### config.mk
export PLATFORM = sky130hd
export DESIGN_NAME = i2c_byte_controller
export DESIGN_NICKNAME = d
export VERILOG_FILES = /design/src/rtl/i2c_byte_controller.sv
export SDC_FILE = /design/constraint.sdc
export NUM_CORES = 1
export LEC_CHECK = 0
export CORE_MARGIN = 2
export CORE_UTILIZATION = 50
export DETAILED_ROUTE_END_ITERATION = 10
export PLACE_DENSITY = 0.76
export SKIP_CTS_REPAIR_TIMING = 1
export SLEW_MARGIN = 20
export SYNTH_ARGS = -nofsm -noshare
export SYNTH_HDL_FRONTEND = slang
export SYNTH_SLANG_ARGS = --single-unit
### constraint.sdc
create_clock -name Clock -period 6.75 [get_ports Clock]
set_clock_uncertainty 0.2 [all_clocks]
set_input_delay 1.35 -clock Clock [delete_from_list [all_inputs] [get_ports Clock]]
set_output_delay 1.35 -clock Clock [all_outputs]
set_load 0.05 [all_outputs]
### src/rtl/i2c_byte_controller.sv
// I2C master byte sequencer: optional START, 8 data bits, ACK slot, optional STOP.
// Generates SCL and the Read/Select/ShiftOut/StartStopACK controls for the SDA module.
//
// state | meaning
// ------+---------------------------------------------------------------
// IDLE  | waiting for Go; bus released, or parked low when BusHeld
// START | START or repeated START frame (4 phases)
// DATA  | 8 data bits, MSB first, write or read
// ACK   | ACK slot: sample slave ACK (write) or drive AckOut (read)
// STOP  | STOP frame, then the bus is released
module i2c_byte_controller #(
  parameter int QTR   = 125,
  parameter int QTR_W = 8
) (
  input  logic       Clock,
  input  logic       Reset,
  input  logic       Go,
  input  logic       RW,
  input  logic       SendStart,
  input  logic       SendStop,
  input  logic       AckOut,
  input  logic [7:0] DataIn,
  output logic       Busy,
  output logic       Done,
  output logic [7:0] DataOut,
  output logic       AckIn,
  output logic       SCL,
  output logic       Read,
  output logic       Select,
  output logic       ShiftOut,
  output logic       StartStopACK,
  input  logic       ShiftIn
);

  typedef enum logic [2:0] {S_IDLE, S_START, S_DATA, S_ACK, S_STOP} state_t;

  state_t           state, state_nxt;
  logic [QTR_W-1:0] qcnt;
  logic [1:0]       phase, phase_nxt;
  logic [2:0]       bit_cnt;
  logic [7:0]       shreg;
  logic             rw_q, ack_out_q, stop_q;
  logic             bus_held, bus_held_nxt, done_nxt;
  logic             accept, tick, rw_eff, bit_scl;
  logic             scl_d, read_d, select_d, ssa_d;

  assign accept   = (state == S_IDLE) && Go;
  assign tick     = (qcnt == QTR_W'(QTR - 1));
  // on the accepting edge the captured RW is not yet in rw_q
  assign rw_eff   = accept ? RW : rw_q;
  assign Busy     = (state != S_IDLE);
  // shreg is a flop, so its MSB is already a glitch-free registered output
  assign ShiftOut = shreg[7];

  // State register, datapath and registered bus outputs
  always_ff @(posedge Clock or negedge Reset) begin
    if (!Reset) begin
      state        <= S_IDLE;
      phase        <= 2'd0;
      qcnt         <= '0;
      bit_cnt      <= 3'd0;
      shreg        <= 8'hFF;
      rw_q         <= 1'b0;
      ack_out_q    <= 1'b1;
      stop_q       <= 1'b0;
      bus_held     <= 1'b0;
      Done         <= 1'b0;
      DataOut      <= 8'h00;
      AckIn        <= 1'b1;
      SCL          <= 1'b1;
      Read         <= 1'b1;
      Select       <= 1'b0;
      StartStopACK <= 1'b1;
    end else begin
      state        <= state_nxt;
      phase        <= phase_nxt;
      bus_held     <= bus_held_nxt;
      Done         <= done_nxt;
      SCL          <= scl_d;
      Read         <= read_d;
      Select       <= select_d;
      StartStopACK <= ssa_d;
      if (accept) begin
        qcnt      <= '0;
        bit_cnt   <= 3'd7;
        shreg     <= DataIn;
        rw_q      <= RW;
        ack_out_q <= AckOut;
        stop_q    <= SendStop;
      end else if (state != S_IDLE) begin
        qcnt <= tick ? '0 : qcnt + 1'b1;
        // ph1 -> ph2 boundary is the sample point while SCL is high
        if (state == S_DATA && tick && phase == 2'd1 && rw_q)
          shreg <= {shreg[6:0], ShiftIn};
        if (state == S_DATA && tick && phase == 2'd3 && bit_cnt != 3'd0) begin
          bit_cnt <= bit_cnt - 1'b1;
          if (!rw_q)
            shreg <= {shreg[6:0], 1'b0};
        end
        if (state == S_ACK && tick && phase == 2'd1 && !rw_q)
          AckIn <= ShiftIn;
      end
      if (done_nxt && rw_q)
        DataOut <= shreg;
    end
  end

  // Next state, phase and bus-hold tracking
  always_comb begin
    state_nxt    = state;
    phase_nxt    = phase;
    bus_held_nxt = bus_held;
    done_nxt     = 1'b0;
    if (state == S_IDLE) begin
      if (Go) begin
        state_nxt = (SendStart || !bus_held) ? S_START : S_DATA;
        phase_nxt = 2'd0;
      end
    end else if (tick) begin
      phase_nxt = phase + 2'd1;
      if (phase == 2'd3) begin
        case (state)
          S_START: state_nxt = S_DATA;
          S_DATA:  if (bit_cnt == 3'd0) state_nxt = S_ACK;
          S_ACK: begin
            if (stop_q) begin
              state_nxt = S_STOP;
            end else begin
              state_nxt    = S_IDLE;
              bus_held_nxt = 1'b1;
              done_nxt     = 1'b1;
            end
          end
          S_STOP: begin
            state_nxt    = S_IDLE;
            bus_held_nxt = 1'b0;
            done_nxt     = 1'b1;
          end
          default: state_nxt = S_IDLE;
        endcase
      end
    end
  end

  // Bus levels for the state/phase being entered; registered above
  always_comb begin
    scl_d    = 1'b1;
    read_d   = 1'b1;
    select_d = 1'b0;
    ssa_d    = 1'b1;
    bit_scl  = (phase_nxt == 2'd1) || (phase_nxt == 2'd2);
    case (state_nxt)
      S_IDLE: begin
        if (bus_held_nxt) begin
          scl_d  = 1'b0;
          read_d = 1'b0;
          ssa_d  = 1'b0;
        end
      end
      S_START: begin
        read_d = 1'b0;
        // repeated START starts from a parked-low SCL
        scl_d  = (phase_nxt != 2'd3) && !(phase_nxt == 2'd0 && bus_held);
        ssa_d  = !phase_nxt[1];
      end
      S_DATA: begin
        scl_d = bit_scl;
        if (!rw_eff) begin
          read_d   = 1'b0;
          select_d = 1'b1;
        end
      end
      S_ACK: begin
        scl_d = bit_scl;
        if (rw_eff) begin
          read_d = 1'b0;
          ssa_d  = ack_out_q;
        end
      end
      S_STOP: begin
        read_d = 1'b0;
        scl_d  = (phase_nxt != 2'd0);
        ssa_d  = phase_nxt[1];
      end
      default: begin
        scl_d = 1'b1;
      end
    endcase
  end

endmodule

======== Word-level counts from Yosys, hierarchy flattened ========
Index checks and enable logic that the tools add are counted.
cells by class
  add/subtract/negate cells ............... 3
  equality and inequality tests ........... 14
  mux-type cells .......................... 41
  bitwise gates (word level) .............. 1
  reductions and logical operators ........ 31
operators by type and width
  operator                                                                number
  8-bit two-way mux                                                       8
  3-bit two-way mux                                                       9
  1-bit two-way mux                                                       14
  3-bit by 2-bit equality test with 1-bit output (second input constant)  4
  1-bit logical AND                                                       12
  1-bit one-hot mux with 4 select lines                                   3
  3-bit zero test                                                         3
  3-bit one-hot mux with 3 select lines                                   1
  8-bit by 1-bit adder with 8-bit output (second input constant)          1
  8-bit by 7-bit equality test with 1-bit output (second input constant)  1
  2-bit two-way mux                                                       4
  3-bit by 1-bit equality test with 1-bit output (second input constant)  2
  3-bit equality test (second input constant)                             2
  2-bit nonzero test                                                      3
  3-bit nonzero test                                                      2
  2-bit by 1-bit equality test with 1-bit output (second input constant)  2
  2-bit equality test (second input constant)                             2
  1-bit zero test                                                         4
  1-bit one-hot mux with 2 select lines                                   2
  2-bit OR reduction                                                      2
  3-bit AND reduction                                                     1
  3-bit by 1-bit subtractor with 3-bit output (second input constant)     1
  2-bit by 1-bit adder with 2-bit output (second input constant)          1
  2-bit zero test                                                         1
  other kinds (4)                                                         5
storage, ports and cells
  bits in registers ....................... 42

======== Longest topological paths before layout ========
  depth after elaboration ................. 9
  gate-level depth with buffers ........... 11
  gate-level depth less buffers ........... 11

======== Worst setup path before layout ========
No wires, ideal clock.
  kind .................................... input -> register
  start point ............................. input port Go
  end point ............................... register SCL
  library setup time ...................... 0.083 ns
  arrival time ............................ 3.002 ns
  data required time ...................... 6.467 ns
  setup slack ............................. 3.465 ns
  cell stages on the path ................. 7
  buffers on the path ..................... 1
  path through ............................ or4b_4 > buf_6 > a32oi_2 > ha_1 > a21oi_1 > mux2_2 > o32a_1
on the way
  cells in the longest elaborated chain, start to end .. 7
ends and longest elaborated chain
  element                                  RTL line  source
  start, declared                          17        input logic Go,
  2-bit two-way mux                        115       if (Go) begin
  2-bit two-way mux                        114       if (state == S_IDLE) begin
  2-bit zero test                          163       scl_d = (phase_nxt != 2'd3) && !(phase_nxt == 2'd0 && bus_held);
  1-bit logical AND                        163
  1-bit zero test                          163
  1-bit logical AND                        163
  1-bit one-hot mux with 4 select lines *  152       case (state_nxt)
  named net scl_d                          45        logic scl_d, read_d, select_d, ssa_d;
  end signal, assigned                     79        SCL <= scl_d;
  end, declared                            27        output logic SCL,
The timed path passes the listed nets; every way through them passes the cells marked *.
A chain may end at the register's enable or synchronous reset.

======== Worst setup path after layout ========
  start point ............................. register state[1]
  end point ............................... output port Busy
on the way
  cells in the longest elaborated chain, start to end .. 1
ends and longest elaborated chain
  element                 RTL line  source
  start, declared         37        state_t state, state_nxt;
  start signal, assigned  75        state <= state_nxt;
  3-bit nonzero test      51        assign Busy = (state != S_IDLE);
  end, declared           23        output logic Busy,
No other way between the ends.

==> flow_summary.toml <==
[route]
wl_met1_um = 2081
firstDrtPassIters = 4
met2WireLength_um = 2260
vias = 1686
dr.max_layer_used = "met4"
post_drt_wl_per_cell_um = 15.01
drt_iter0_drc = 128
wl_met3_um = 159
drt-vias-per-instance = 5.564
drc = 0
wirelength_um = 4548
drt.antenna.violating_nets = 0

[placement]
placed_area_um2 = 2551
dp_slack_ps = 2822
port_buffers = 31
gp_congestion = 0.7975
dpl.hpwl_um = 3250

[synthesis]
syn-instance-count = 218
syn_area_um2 = 2221
ys_warn_count = 0
synthesis.nets = 242
synth_fa_ha_area_share_pct = 4.507
synth_xor_area_share_pct = 0.7887
synth_edf_count = 0
yosys.area_share.simple_pct = 20.00
muxShareOfSynthArea_pct = 6.254
async_flop_share_pct = 100.0
synth_top_family_by_area = "simple AND/OR/NAND/NOR gates"
ys_seq_elements = 42
ys.flop_type = "dfrtp_1"
synth-compound-area-share_pct = 16.34
avgSynthCellArea_um2 = 10.19
ys_seq_area_share_pct = 48.06
yosysUniqueCellTypes = 50

[timing]
slew_headroom_pct = 37.86
tightest_slew_ps = 932.1
rsz0062_at_grt = "false"
setup_ws_ps = 2638
period_minus_slack_ps = 4112
fmax_mhz = 243.2
final-setup-viol-count = 0
report.final.slew_viol_count = 0
fin_setup_tns_ps = 0
final_hold_viol_count = 0
period_share_pct = 60.92

[power_and_ir_drop]
powerDensity_nw_per_um2 = 180.0
pwr-share-seq_pct = 53.0
vdd_drop_max_mv = 0.1089
p_comb_share_pct = 4.6
intPower_uw = 385.3
p_leak_uw = 0.001121
power.switching_uw = 94.89
p_clk_share_pct = 42.4
switching_share_pct = 19.76

[worst_setup_path]
crit_type = "flip-flop to primary output"
cp.required_ps = 5200
startpoint = "state[1]"
critPathMaxFanout = 10
worstPathArrival_ps = 2560
rr_endpoint = "SCL"
reg2reg_from = "qcnt[0]"
crit_end = "Busy"
crit_path_start_kind = "flip-flop"
cp-end-kind = "primary output"
rrSetupSlack_ps = 3960
reg2reg_depth = 9

[finish]
stdcell_area_um2 = 2668
drive_above_1_share_pct = 17.93
final_core_util_pct = 61.69
antenna_cells = 0
area_growth_pct = 20.11
fill_cells = 388
layout.nets = 274

[worst_hold_path]
hp-class = "flip-flop to flip-flop"

[floorplan]
initial_utilization_pct = 51.36
dieWidth_um = 70.65
fp.coreArea_um2 = 4324
num_io_pins = 32
die-area_um2 = 4991
rows = 24
die_y_um = 70.65

[flow_run]
maxCapViolations = 0

[cts]
root_buffer = "clkbuf_8"
numClockSinks = 42
clk_path_buf_depth = 2
ctsHtreeMaxLevel = 2
path_clk_slew_ps = 80
cts_made_buffers = 5
insertion_delay_ps = 300
tritoncts = "done"

[grt]
antenna_found_initial = 0
first_global_vias = 1654
grt_overflow = 0
grt.total_usage_pct = 19.33
grt_pass1_wl_um = 7693
grt_max_degree = 43

[outcome]
status = "finished, final reports clean"
## through the flow
stage          hold slack [ps]  std cells  power [uW]
2_1_floorplan            239.3        218       265.7
3_3_place_gp             264.4        295       281.6
3_5_place_dp             254.4        295       281.6
4_1_cts                  265.0        303       485.6
5_1_grt                  299.8        303       497.3
6_report                 262.9        303       480.2
## logic make-up after synthesis
| family | count (synthesis) |
|---|---|
| AND/OR/NAND/NOR | 81 |
| AO/OA/AOI/OAI | 54 |
| flip-flops | 42 |
| buffers and inverters | 19 |
| multiplexers | 12 |
| adder cells (fa/ha/maj) | 8 |
| XOR/XNOR | 2 |
## worst max-delay path, cell delays in order (launching register included)
cell and delay (ps):
dfrtp_1 460, nor3_1 570, clkinv_1 440, clkdlybuf4s50_1 800
## layer usage
metal  up-vias  GRT usage (%)
met3         5          3.276
met4         0          6.289
met1       818          25.54
met5         -              0
met2        27          32.70
li1        836              -
## worst min-delay path by stage
| stage | start | end | slack, ps | depth (start not counted) |
|---|---|---|---|---|
| global placement | ack_out_q | ack_out_q | 260 | 2 |
| global route | ack_out_q | ack_out_q | 300 | 2 |
| detailed placement | ack_out_q | ack_out_q | 250 | 2 |
| finish | ack_out_q | ack_out_q | 260 | 2 |
| floorplan | ack_out_q | ack_out_q | 240 | 2 |
| CTS | ack_out_q | ack_out_q | 270 | 2 |
## placed cells by master (no fill, tap or decap), types with 2 or more instances in the layout
| master | n |
|---|---|
| a21oi_1 | 10 |
| a31oi_1 | 2 |
| clkbuf_8 | 6 |
| clkdlybuf4s50_1 | 30 |
| dfrtp_1 | 29 |
| dfstp_2 | 13 |
| ha_1 | 8 |
| inv_1 | 10 |
| mux2_2 | 10 |
| nand2_1 | 20 |
| nand2b_1 | 11 |
| nand3_1 | 8 |
| nand3b_1 | 2 |
| nand4b_1 | 2 |
| nor2_1 | 16 |
| nor2b_1 | 2 |
| nor3_1 | 3 |
| nor4_1 | 2 |
| o211a_1 | 2 |
| o211ai_1 | 2 |
| o21a_1 | 2 |
| o21ai_0 | 25 |
| o31ai_1 | 2 |
| or2_1 | 2 |
| or2_2 | 2 |
| or3_1 | 3 |
| or3b_2 | 2 |
## power by group through the flow
stage | combinational [uW] | sequential [uW] | clock, uW
2_1_floorplan | 3.19 | 263 | 0
3_5_place_dp | 22.5 | 259 | 0
5_1_grt | 24.4 | 255 | 218
3_3_place_gp | 22.5 | 259 | 0
6_report | 22.2 | 255 | 203
4_1_cts | 22.7 | 254 | 208
## sequential cells by signal, indices dropped and copies added, names as in the netlist
name,flops
AckIn,1
DataOut,8
Done,1
Read,1
SCL,1
Select,1
StartStopACK,1
ack_out_q,1
bit_cnt,3
bus_held,1
phase,2
qcnt,8
rw_q,1
shreg,8
state,3
stop_q,1
## cell type report
type	count	area [um2]	area share, %
multi-input combinational	157	1064	39.87
inverter	13	50.05	1.876
tap	52	65.06	2.439
clock inverter	1	30.03	1.126
sequential	42	1067	40.01
timing repair buffer	31	305.3	11.44
clock buffer	7	86.33	3.236
## synthesized netlist by cell type, types with 2 or more instances
cell,number,area [um2]
or2_1,2,12.51
nand3_1,8,40.04
ha_1,8,100.1
nand2b_1,11,68.82
nand4b_1,2,17.52
mux2_2,10,112.6
o211a_1,2,20.02
or3b_2,2,17.52
dfstp_2,13,341.6
clkbuf_1,2,7.510
dfrtp_1,29,725.7
a21oi_1,10,50.05
a31oi_1,2,12.51
nand2_1,20,75.07
or2_2,2,12.51
o21ai_0,25,125.1
inv_1,10,37.54
buf_2,2,10.01
buf_6,2,22.52
nand3b_1,2,15.01
o21a_1,2,15.01
o211ai_1,2,15.01
nor2b_1,2,12.51
nor3_1,3,15.01
o31ai_1,2,15.01
nor4_1,2,12.51
or3_1,3,18.77
nor2_1,16,60.06
Power figures use the tool's default switching activity.
